===== src/rtl/alu_pkg.sv =====
// Shared opcode map, FSM state type and opcode classifiers for the RV32IM sequential ALU.
package alu_pkg;

    localparam int unsigned OPW = 5;

    localparam logic [OPW-1:0] OP_ADD    = 5'd0;
    localparam logic [OPW-1:0] OP_SUB    = 5'd1;
    localparam logic [OPW-1:0] OP_SLL    = 5'd2;
    localparam logic [OPW-1:0] OP_SLT    = 5'd3;
    localparam logic [OPW-1:0] OP_SLTU   = 5'd4;
    localparam logic [OPW-1:0] OP_XOR    = 5'd5;
    localparam logic [OPW-1:0] OP_SRL    = 5'd6;
    localparam logic [OPW-1:0] OP_SRA    = 5'd7;
    localparam logic [OPW-1:0] OP_OR     = 5'd8;
    localparam logic [OPW-1:0] OP_AND    = 5'd9;
    localparam logic [OPW-1:0] OP_MUL    = 5'd10;
    localparam logic [OPW-1:0] OP_MULH   = 5'd11;
    localparam logic [OPW-1:0] OP_MULHSU = 5'd12;
    localparam logic [OPW-1:0] OP_MULHU  = 5'd13;
    localparam logic [OPW-1:0] OP_DIV    = 5'd14;
    localparam logic [OPW-1:0] OP_DIVU   = 5'd15;
    localparam logic [OPW-1:0] OP_REM    = 5'd16;
    localparam logic [OPW-1:0] OP_REMU   = 5'd17;

    typedef enum logic [1:0] {
        ST_IDLE,
        ST_MUL,
        ST_DIV,
        ST_DONE
    } state_e;

    function automatic logic op_is_mul(input logic [OPW-1:0] op);
        return (op == OP_MUL) || (op == OP_MULH) || (op == OP_MULHSU) || (op == OP_MULHU);
    endfunction

    function automatic logic op_is_div(input logic [OPW-1:0] op);
        return (op == OP_DIV) || (op == OP_DIVU) || (op == OP_REM) || (op == OP_REMU);
    endfunction

endpackage


===== src/rtl/alu_base.sv =====
// Single-cycle RV32I base-op unit; undefined opcodes (including M-ext codes) yield zero.
module alu_base
    import alu_pkg::*;
#(
    parameter int unsigned XLEN = 32,
    parameter int unsigned SHW  = $clog2(XLEN)
) (
    input  logic [XLEN-1:0] a_i,
    input  logic [XLEN-1:0] b_i,
    input  logic [OPW-1:0]  op_i,
    output logic [XLEN-1:0] y_c
);

    logic [SHW-1:0] shamt;

    assign shamt = b_i[SHW-1:0];

    always_comb begin
        y_c = '0;
        case (op_i)
            OP_ADD:  y_c = a_i + b_i;
            OP_SUB:  y_c = a_i - b_i;
            OP_SLL:  y_c = a_i << shamt;
            OP_SLT:  y_c = XLEN'($signed(a_i) < $signed(b_i));
            OP_SLTU: y_c = XLEN'(a_i < b_i);
            OP_XOR:  y_c = a_i ^ b_i;
            OP_SRL:  y_c = a_i >> shamt;
            OP_SRA:  y_c = XLEN'($signed(a_i) >>> shamt);
            OP_OR:   y_c = a_i | b_i;
            OP_AND:  y_c = a_i & b_i;
            default: y_c = '0;
        endcase
    end

endmodule


===== src/rtl/alu_mext_seq.sv =====
// Multi-cycle RV32IM ALU: base ops in one cycle, MUL*/DIV*/REM* by an XLEN-step
// shift-add / restoring-division datapath on operand magnitudes, with valid/ready on both sides.
module alu_mext_seq
    import alu_pkg::*;
#(
    parameter int unsigned XLEN = 32,
    parameter int unsigned SHW  = $clog2(XLEN)
) (
    input  logic            clk,
    input  logic            rst_n,
    input  logic            in_valid,
    output logic            in_ready,
    input  logic [XLEN-1:0] A,
    input  logic [XLEN-1:0] B,
    input  logic [4:0]      ALUop,
    output logic            out_valid,
    input  logic            out_ready,
    output logic [XLEN-1:0] Y,
    output logic            zero,
    output logic            busy
);

    localparam int unsigned    PW   = 2 * XLEN;
    localparam logic [XLEN-1:0] SMIN = {1'b1, {(XLEN-1){1'b0}}};

    state_e          state_q;
    logic [OPW-1:0]  op_q;
    logic [XLEN-1:0] hi_q, lo_q, opd_q, y_q;
    logic [SHW-1:0]  cnt_q;
    logic            neg_q, rneg_q, zero_q, out_valid_q, busy_q, in_ready_q;

    logic [XLEN-1:0] base_y, fast_y, mag_a, mag_b;
    logic            accept, is_mul, is_div, div_signed, div_by0, div_ovf, div_special;
    logic            sgn_a, sgn_b;

    alu_base #(.XLEN(XLEN), .SHW(SHW)) u_base (
        .a_i  (A),
        .b_i  (B),
        .op_i (ALUop),
        .y_c  (base_y)
    );

    // Accept-time decode: operand signs, magnitudes and the division fast-path results.
    always_comb begin
        accept      = in_valid && in_ready_q;
        is_mul      = op_is_mul(ALUop);
        is_div      = op_is_div(ALUop);
        div_signed  = (ALUop == OP_DIV) || (ALUop == OP_REM);
        div_by0     = (B == '0);
        div_ovf     = div_signed && (A == SMIN) && (B == '1);
        div_special = is_div && (div_by0 || div_ovf);
        sgn_a       = A[XLEN-1] && ((ALUop == OP_MULH) || (ALUop == OP_MULHSU) || div_signed);
        sgn_b       = B[XLEN-1] && ((ALUop == OP_MULH) || div_signed);
        mag_a       = sgn_a ? (~A + XLEN'(1)) : A;
        mag_b       = sgn_b ? (~B + XLEN'(1)) : B;
        fast_y      = base_y;
        if (div_special) begin
            if (div_by0) begin
                fast_y = ((ALUop == OP_DIV) || (ALUop == OP_DIVU)) ? '1 : A;
            end else begin
                fast_y = (ALUop == OP_DIV) ? A : '0;
            end
        end
    end

    logic [XLEN:0]   mul_sum, div_sh, div_diff;
    logic [XLEN-1:0] mul_hi_n, mul_lo_n, rem_n, quo_n, mul_y, div_y, quo_s, rem_s;
    logic [PW-1:0]   mul_prod;

    // One iteration of each datapath; {hi,lo} holds product or {remainder, quotient/dividend}.
    always_comb begin
        mul_sum  = {1'b0, hi_q} + (lo_q[0] ? {1'b0, opd_q} : '0);
        mul_hi_n = mul_sum[XLEN:1];
        mul_lo_n = {mul_sum[0], lo_q[XLEN-1:1]};
        mul_prod = {mul_hi_n, mul_lo_n};
        if (neg_q) begin
            mul_prod = ~mul_prod + PW'(1);
        end
        mul_y = (op_q == OP_MUL) ? mul_prod[XLEN-1:0] : mul_prod[PW-1:XLEN];

        div_sh   = {hi_q, lo_q[XLEN-1]};
        div_diff = div_sh - {1'b0, opd_q};
        if (!div_diff[XLEN]) begin
            rem_n = div_diff[XLEN-1:0];
            quo_n = {lo_q[XLEN-2:0], 1'b1};
        end else begin
            rem_n = div_sh[XLEN-1:0];
            quo_n = {lo_q[XLEN-2:0], 1'b0};
        end
        quo_s = neg_q  ? (~quo_n + XLEN'(1)) : quo_n;
        rem_s = rneg_q ? (~rem_n + XLEN'(1)) : rem_n;
        div_y = ((op_q == OP_DIV) || (op_q == OP_DIVU)) ? quo_s : rem_s;
    end

    always_ff @(posedge clk or negedge rst_n) begin
        if (!rst_n) begin
            state_q     <= ST_IDLE;
            op_q        <= OP_ADD;
            hi_q        <= '0;
            lo_q        <= '0;
            opd_q       <= '0;
            cnt_q       <= '0;
            neg_q       <= 1'b0;
            rneg_q      <= 1'b0;
            y_q         <= '0;
            zero_q      <= 1'b0;
            out_valid_q <= 1'b0;
            busy_q      <= 1'b0;
            in_ready_q  <= 1'b0;
        end else begin
            case (state_q)
                ST_IDLE: begin
                    in_ready_q <= 1'b1;
                    if (accept) begin
                        in_ready_q <= 1'b0;
                        op_q       <= ALUop;
                        neg_q      <= sgn_a ^ sgn_b;
                        rneg_q     <= sgn_a;
                        cnt_q      <= SHW'(XLEN - 1);
                        hi_q       <= '0;
                        if (is_mul) begin
                            state_q <= ST_MUL;
                            busy_q  <= 1'b1;
                            lo_q    <= mag_b;
                            opd_q   <= mag_a;
                        end else if (is_div && !div_special) begin
                            state_q <= ST_DIV;
                            busy_q  <= 1'b1;
                            lo_q    <= mag_a;
                            opd_q   <= mag_b;
                        end else begin
                            state_q     <= ST_DONE;
                            y_q         <= fast_y;
                            zero_q      <= (fast_y == '0);
                            out_valid_q <= 1'b1;
                        end
                    end
                end
                ST_MUL: begin
                    hi_q  <= mul_hi_n;
                    lo_q  <= mul_lo_n;
                    cnt_q <= cnt_q - SHW'(1);
                    if (cnt_q == '0) begin
                        state_q     <= ST_DONE;
                        busy_q      <= 1'b0;
                        y_q         <= mul_y;
                        zero_q      <= (mul_y == '0);
                        out_valid_q <= 1'b1;
                    end
                end
                ST_DIV: begin
                    hi_q  <= rem_n;
                    lo_q  <= quo_n;
                    cnt_q <= cnt_q - SHW'(1);
                    if (cnt_q == '0) begin
                        state_q     <= ST_DONE;
                        busy_q      <= 1'b0;
                        y_q         <= div_y;
                        zero_q      <= (div_y == '0);
                        out_valid_q <= 1'b1;
                    end
                end
                ST_DONE: begin
                    if (out_ready) begin
                        state_q     <= ST_IDLE;
                        out_valid_q <= 1'b0;
                        in_ready_q  <= 1'b1;
                    end
                end
                default: state_q <= ST_IDLE;
            endcase
        end
    end

    assign in_ready  = in_ready_q;
    assign out_valid = out_valid_q;
    assign Y         = y_q;
    assign zero      = zero_q;
    assign busy      = busy_q;

endmodule


===== config.mk =====
export PLATFORM = sky130hd
export DESIGN_NAME = alu_mext_seq
export DESIGN_NICKNAME = d
export VERILOG_FILES = /design/src/rtl/alu_pkg.sv /design/src/rtl/alu_base.sv /design/src/rtl/alu_mext_seq.sv
export SDC_FILE = /design/constraint.sdc
export NUM_CORES = 1
export LEC_CHECK = 0
export ABC_AREA = 1
export ABC_CLOCK_PERIOD_IN_PS = 5200
export BUFFER_PORTS_ARGS = -buffer_cell sky130_fd_sc_hd__buf_2
export CELL_PAD_IN_SITES_DETAIL_PLACEMENT = 0
export CELL_PAD_IN_SITES_GLOBAL_PLACEMENT = 2
export CORE_UTILIZATION = 34
export DETAILED_ROUTE_END_ITERATION = 6
export GPL_TIMING_DRIVEN = 0
export HOLD_SLACK_MARGIN = 0.1
export PLACE_DENSITY = 0.94
export SLEW_MARGIN = 20
export SYNTH_ARGS = -nofsm -noshare
export SYNTH_HDL_FRONTEND = slang
export SYNTH_SLANG_ARGS = --single-unit
export TNS_END_PERCENT = 100

===== constraint.sdc =====
create_clock -name clk -period 5.2 [get_ports clk]
set_input_delay 0.26 -clock clk [delete_from_list [all_inputs] [get_ports clk]]
set_output_delay 0.26 -clock clk [all_outputs]
set_load 0.02 [all_outputs]

# ---- Word-level counts from Yosys, hierarchy flattened
# Cells that the tools add are included.
dict set report op_classes {
  add_sub_neg 10
  n_lt_le_gt_ge 2
  n_eq_ne 33
  n_shift 3
  n_mux 57
  bitwise 9
  n_reduce_logical 42
}
# operator n
set op_table {}
lappend op_table {{$mux W32} 23}
lappend op_table {{$pmux W32 S10} 1}
lappend op_table {{$pmux W32 S3} 3}
lappend op_table {{$add A32 B1 Y32 const B} 4}
lappend op_table {{$logic_not A32 Y1} 4}
lappend op_table {{$not A32 Y32} 4}
lappend op_table {{$add A64 B1 Y64 const B} 1}
lappend op_table {{$eq A32 B32 Y1 const B} 2}
lappend op_table {{$lt A32 B32 Y1} 2}
lappend op_table {{$mux W64} 1}
lappend op_table {{$not A64 Y64} 1}
lappend op_table {{$eq A5 B4 Y1 const B} 11}
lappend op_table {{$add A32 B32 Y33} 1}
lappend op_table {{$sub A33 B32 Y33} 1}
lappend op_table {{$add A32 B32 Y32} 1}
lappend op_table {{$and A32 B32 Y32} 1}
lappend op_table {{$or A32 B32 Y32} 1}
lappend op_table {{$shl A32 B5 Y32} 1}
lappend op_table {{$shr A32 B5 Y32} 1}
lappend op_table {{$sshr A32 B5 Y32} 1}
lappend op_table {{$sub A32 B32 Y32} 1}
lappend op_table {{$xor A32 B32 Y32} 1}
lappend op_table {{$eq A5 B3 Y1 const B} 4}
lappend op_table {{$mux W1} 18}
lappend op_table {{29 further kinds} 67}
dict set report totals {
  ff_bits 146
}

# ---- Logic depth before layout (Yosys ltp)
dict set report depth {
  depth_word 12
  mapped_depth 34
  depth_no_buf 33
}

# ---- Hierarchy
# A second synthesis with hierarchy kept.
dict set report unflattened {
  hier_cells 5631
  hier_area_um2 30204.0
}
# module n_inst cells_per_inst area_each_um2 seq_area_each_um2
set modules_own_cells {}
lappend modules_own_cells {alu_mext_seq 1 3505 19897.8 3653.5}
lappend modules_own_cells {alu_base 1 2126 10306.1 0.0}

# ---- Worst setup path after synthesis
# Ideal clock, no wire load.
dict set report synth_path {
  path_kind {register to register}
  from {register lo_q[31]}
  to {register zero_q (netlist: zero)}
  setup_ps 73
  t_arrival_ps 3976
  setup_slack_ps 1151
  stages_incl_launch_ff 31
  path_buffers 4
  period_less_slack_ps 4049
  path_cell_list {dfrtp_1 -> inv_1 -> ha_1 -> inv_1 -> fa_1 -> nand3_1 -> nand3_1 -> nand2_1 -> nand2_2 -> nand2_1 -> nand2_2 -> nand2_4 -> nand2_4 -> nand2_4 -> nand2_8 -> buf_6 -> buf_4 -> ha_1 -> nor2_1 -> clkbuf_1 -> clkbuf_1 -> nor2_1 -> a21oi_1 -> o21ai_0 -> nand2_1 -> nand3_1 -> nor2_1 -> nand3_1 -> nand2_1 -> nand2_1 -> a21oi_2}
}
dict set report synth_between {
  elab_chain_len 9
  elab_cells_between_ends 19
}
# item line_no
set synth_lines {}
lappend synth_lines {{start, declared} alu_mext_seq.sv:28} ;# logic [XLEN-1:0] hi_q, lo_q, opd_q, y_q;
lappend synth_lines {{start signal, assigned} alu_mext_seq.sv:124} ;# lo_q <= mag_b;
lappend synth_lines {{start signal, assigned} alu_mext_seq.sv:129} ;# lo_q <= mag_a;
lappend synth_lines {{start signal, assigned} alu_mext_seq.sv:141} ;# lo_q <= mul_lo_n;
lappend synth_lines {{$sub A33 B32 Y33} alu_mext_seq.sv:82} ;# div_diff = div_sh - {1'b0, opd_q};
lappend synth_lines {{$mux W32 / $mux W1 (equally long branches)} alu_mext_seq.sv:83} ;# if (!div_diff[XLEN]) begin
lappend synth_lines {{$not A32 Y32 (on tied branches)} {alu_mext_seq.sv:91, alu_mext_seq.sv:90}}
lappend synth_lines {{$add A32 B1 Y32 (on tied branches)} {alu_mext_seq.sv:91, alu_mext_seq.sv:90}}
lappend synth_lines {{$mux W32 (on tied branches)} {alu_mext_seq.sv:91, alu_mext_seq.sv:90}}
lappend synth_lines {{$mux W32} alu_mext_seq.sv:92} ;# div_y = ((op_q == OP_DIV) || (op_q == OP_DIVU)) ? quo_s : rem_s;
lappend synth_lines {{$logic_not A32 Y1} alu_mext_seq.sv:159} ;# zero_q <= (div_y == '0);
lappend synth_lines {{$mux W1} alu_mext_seq.sv:155} ;# if (cnt_q == '0) begin
lappend synth_lines {{$pmux W1 S3 (*)} alu_mext_seq.sv:111} ;# case (state_q)
lappend synth_lines {{end signal, assigned} alu_mext_seq.sv:134} ;# zero_q <= (fast_y == '0);
lappend synth_lines {{end signal, assigned} alu_mext_seq.sv:147} ;# zero_q <= (mul_y == '0);
lappend synth_lines {{end signal, assigned} alu_mext_seq.sv:159}
lappend synth_lines {{end, declared} alu_mext_seq.sv:30} ;# logic neg_q, rneg_q, zero_q, out_valid_q, busy_q, in_ready_q;
# Mark *: on every way between the ends. The rest lies on a longest branch, timed or not. The select of a mux whose other input is x is not followed.
# A chain may end at the register's enable or synchronous reset.

# ---- Worst setup path after layout
dict set report layout_path {
  from {input port A[31]}
  to {register zero_q (netlist: zero)}
}
dict set report layout_between {
  elab_chain_len 11
  elab_cells_between_ends 29
}
# item line_no
set layout_lines {}
lappend layout_lines {{start, declared} alu_mext_seq.sv:13} ;# input logic [XLEN-1:0] A,
lappend layout_lines {{branches (longest 11 deep; another with $sub A32 B32 Y32)} --}
# Several ways; the timed one is not identified. The select of a mux whose other input is x is not followed.

==> results.txt <==
* Minimum setup slack among reg-to-reg paths: 0.10 ns
- Count of port buffers added during placement: 108
- Wire length of the first global-routing pass: 263,000 µm
* Pre-antenna DRT Iters: 7
- The finished layout holds 6,210 standard cells, fillers aside.
- After detailed routing, the total wire length is 190,000 µm.
- Of all nets on the critical path, the largest fanout is 10.
* Result of the run: finished, violations left
- DR top layer: met5
- The clock passes through at most 2 buffers.
- Starting DRC count in detailed routing: 4,635
* Slew headroom: 19.8%
* Worst supply voltage drop on vdd: 0.000331 V
- STA classifies the critical path endpoint as a flip-flop.
* Area share of the largest cell type after synthesis: 18.7%
- Sequential fraction of design power: 11.5%
- The tightest min-delay check is of the in2reg type.
- The cell area that synthesis handed to floorplanning was 27,700 µm².
- Internal portion of total power: 6.37 mW
- The via count of the first global-routing pass was 34,547.
- From synthesis to final layout, the design area changed by 9.88%.
- Data on the critical path is required at its endpoint by 5.61 ns.
* Detailed-route wire length on metal 1: 73,300 µm
- Startpoint of the tightest hold check path: ALUop[2]
- In the detailed route, the total length drawn on met2 is 82,400 µm.
- Violated checks: design-rule violations
- Launching element type of the critical path: primary input
- Timing-limited maximum frequency: 195 MHz
- Clock slew at the register clock pins of the worst setup and hold paths: 0.08 ns
* Slack of the critical path: 0.0663 ns
- Switching power as a share of total power: 67.7%
- Total instance count after detailed placement: 6,179
- The critical path is of the in2reg type.
* Worst hold stages: 3
- Insertion delay of the later-clocked pin in the worst-skew pair: 0.48 ns
- Min Clock Period, post-route: 5.13 ns
* CTS Root Cell: clkbuf_16
* Clock power share: 7.1%
- Worst flop-to-flop path endpoint: Y[27]
- Final-report hold violation count: 0
* Top flip-flop cell by instance count after synthesis: dfrtp_1
- Cell with the biggest individual delay on the critical path: clkbuf_1
- The die is 287 µm wide.
* Avg Synthesized Cell Area: 5.53 µm²
- Detail Placement HPWL: 159,000 µm
* Worst slack on hold paths: 0.187 ns
- CTS sink count: 146
- Counting flops with a built-in enable in the synthesized netlist gives 0.
- At the end of routability-driven placement, the weighted congestion stood at 1.11.
- Leftover overflow at the end of global routing: 0
- Across every metal layer, demand over resource in global routing totals 45.0%.
* Avg Vias per Cell: 6.02
* Antenna violations before repair: 4
* Total core area: 80,500 µm²
* Combinational share of power: 81.4%
- The initial utilization of the core area, before any placement, comes to 34.4%.
- Final core utilization: 37.8%
- The die covers 82,600 µm².
* Number of maximum-capacitance constraint violations: 0
* CTS Buf Count: 17
* Synthesized instance count: 5,010
- Setup violations remaining at the end of the flow were counted as 0.
- Counting flops and latches in the post-synthesis netlist gives 146.
- Number of nets still failing antenna checks after routing: 0
- TritonCTS clock tree: yes
- Total power per unit cell area: 649 nW/µm²
- Delay of the slowest cell on the worst path: 0.77 ns
* Leakage: 15.3 nW
- The H-tree was split into 4 levels.
* Synth unique cells: 68
- After detailed routing, the number of remaining DRC violations is 2.
- Clock skew on the completed layout was measured at 0.0197 ns.
- Largest net degree at the start of global routing: 83
- In the finished design, the share of the clock period the worst path needs comes to 98.7%.
* Placement-stage worst setup slack: -1.69 ns
- nand2_1 takes more of the synthesized area than any other cell.
- Layout cell share with drive strength beyond 1: 5.88%
- Number of pins exceeding their max-slew limit in the final report: 0
- Fraction of registers with async set or reset after synthesis: 100%
- For this run, the post-layout net count is 5,386.
- Synthesized netlist net count: 5,260
- Hold Path End: op_q[2]
- In the detailed route, the total length drawn on met3 is 16,100 µm.
- Total number of vias: 37,414
- Crit path DAT: 5.54 ns
* Reg-to-Reg Start: lo_q[31]
* Worst-case reg-to-reg path depth: 30
- NetSw: 13.4 mW
- At the pin with the least slew margin, the transition time is 1.20 ns.
* Final total negative setup slack: 0 ns
- For this run, the register share of the synthesized area comes to 13.2%.
- Cell breakdown of the critical path: buf_2, clkbuf_1, inv_1, ha_1, inv_1, a21oi_1, o31ai_1, a221oi_1, nand3_1, nand3_1, o211ai_1, nor2_1, nand2_1, nor2_1, nand2_1, nor2_1, nand4_1, nand2_1, clkinv_1, a21oi_2
* Setup repair after global routing missed its margin: no
* Ports placed on the boundary: 109
- Synth Warn #: 0
- In the final routed layout, each cell accounts on average for 30.6 µm.
- In this run the core area contains 104 standard-cell rows.
- Die Y-Extent: 287 µm
- Sorting the synthesized cells by area gives the leading types as nand2_1, dfrtp_1, o21ai_0.
## cell families after synthesis
kind of cell    count (synthesis)  synth area share [%]
simple gates                 2473                  37.5
compound gates               1240                  25.3
buf+inv                       850                  11.8
fa+ha+maj                     177                  8.11
flops                         146                  13.2
xor+xnor                      106                  3.35
mux                            18                 0.651
## worst max-delay path, delay by kind of cell
kind	cells	cell delay (ns)
fa+ha+maj	1	0.66
compound gates	5	1.19
buf+inv	5	2.00
simple gates	9	1.41
## flip-flops by register name, summed over array words and instances, names as in the netlist
register   count
Y             32
cnt_q          5
neg_q          1
zero           1
busy           1
out_valid      1
state_q        2
op_q           5
opd_q         32
lo_q          32
rneg_q         1
hi_q          32
in_ready       1
## final cells by class
type	count	area, µm²
clock buffers	17	425
fillers	9386	50100
multi-input cells	4014	20900
diodes	1	2.50
inverters	637	2400
clock inverters	15	191
well taps	1060	1330
plain buffers	208	890
flip-flops and latches	146	3660
repair buffers	112	603
## power by group through the flow
stage | logic, mW | registers, mW | clock network [mW]
2_1_floorplan | 9.09 | 2.08 | 0
3_3_place_gp | 15.3 | 2.22 | 0
3_5_place_dp | 15.3 | 2.22 | 0
4_1_cts | 15.3 | 2.22 | 1.40
5_1_grt | 16.9 | 2.29 | 1.43
6_report | 16.1 | 2.26 | 1.40
## metal layers
layer  GRT usage [%]  up-vias
met4            36.8        4
li1                -    16938
met3            7.43      538
met5               0        -
met1            54.7    17735
met2            69.8     2199
## placed cells by master (no fill, tap or decap), drive strengths merged, types with 3 or more instances in the layout
master,netlist,layout
nand2,1413,1413
inv,625,632
o21ai,533,533
nor2,522,522
a21oi,375,375
nand3,314,314
clkbuf,167,178
ha,173,173
buf,46,157
dfrtp,146,146
o22ai,115,115
xor2,95,95
nor3,79,79
nand4,65,65
o211ai,47,47
a211oi,29,29
nand3b,26,26
nor4,26,26
or2,19,19
mux2i,18,18
a221oi,17,17
a31oi,16,16
o221ai,15,15
o2111ai,15,15
clkinv,12,15
a21o,12,12
o21bai,11,11
o21a,11,11
o31ai,11,11
a22o,11,11
xnor2,11,11
a22oi,4,4
fa,4,4
a2111oi,4,4
clkinvlp,0,3
a32o,3,3
and2,3,3
a21boi,3,3
## timing repair
item	CTS	global route
endpoints found under the hold margin	64	0
gates resized for setup	30	40
endpoints found under the setup margin	71	43
setup buffers	1	0
hold buffers	1	0
## stage by stage
step	cell area, µm²	total power, mW
after CTS	30300	19.0
after detailed placement	29600	17.5
after global placement	29600	17.5
final	30400	19.8
after global routing	30400	20.7
after floorplan	27700	11.2
## worst max path at each step
stage	start	end
global placement	B[2]	zero
detailed placement	B[2]	zero
global route	B[0]	zero
CTS	lo_q[0]	Y[29]
floorplan	lo_q[31]	zero
finish	A[31]	zero
## cell usage after synthesis (26+ instances only)
library cell / count
a211oi_1: 29
a21oi_1: 371
buf_1: 26
clkbuf_1: 167
dfrtp_1: 146
ha_1: 173
inv_1: 610
nand2_1: 1381
nand2_2: 26
nand3_1: 311
nand3b_1: 26
nand4_1: 65
nor2_1: 514
nor3_1: 74
nor4_1: 26
o211ai_1: 47
o21ai_0: 513
o22ai_1: 115
xor2_1: 95
No activity file was read; power rests on OpenSTA's default activity.
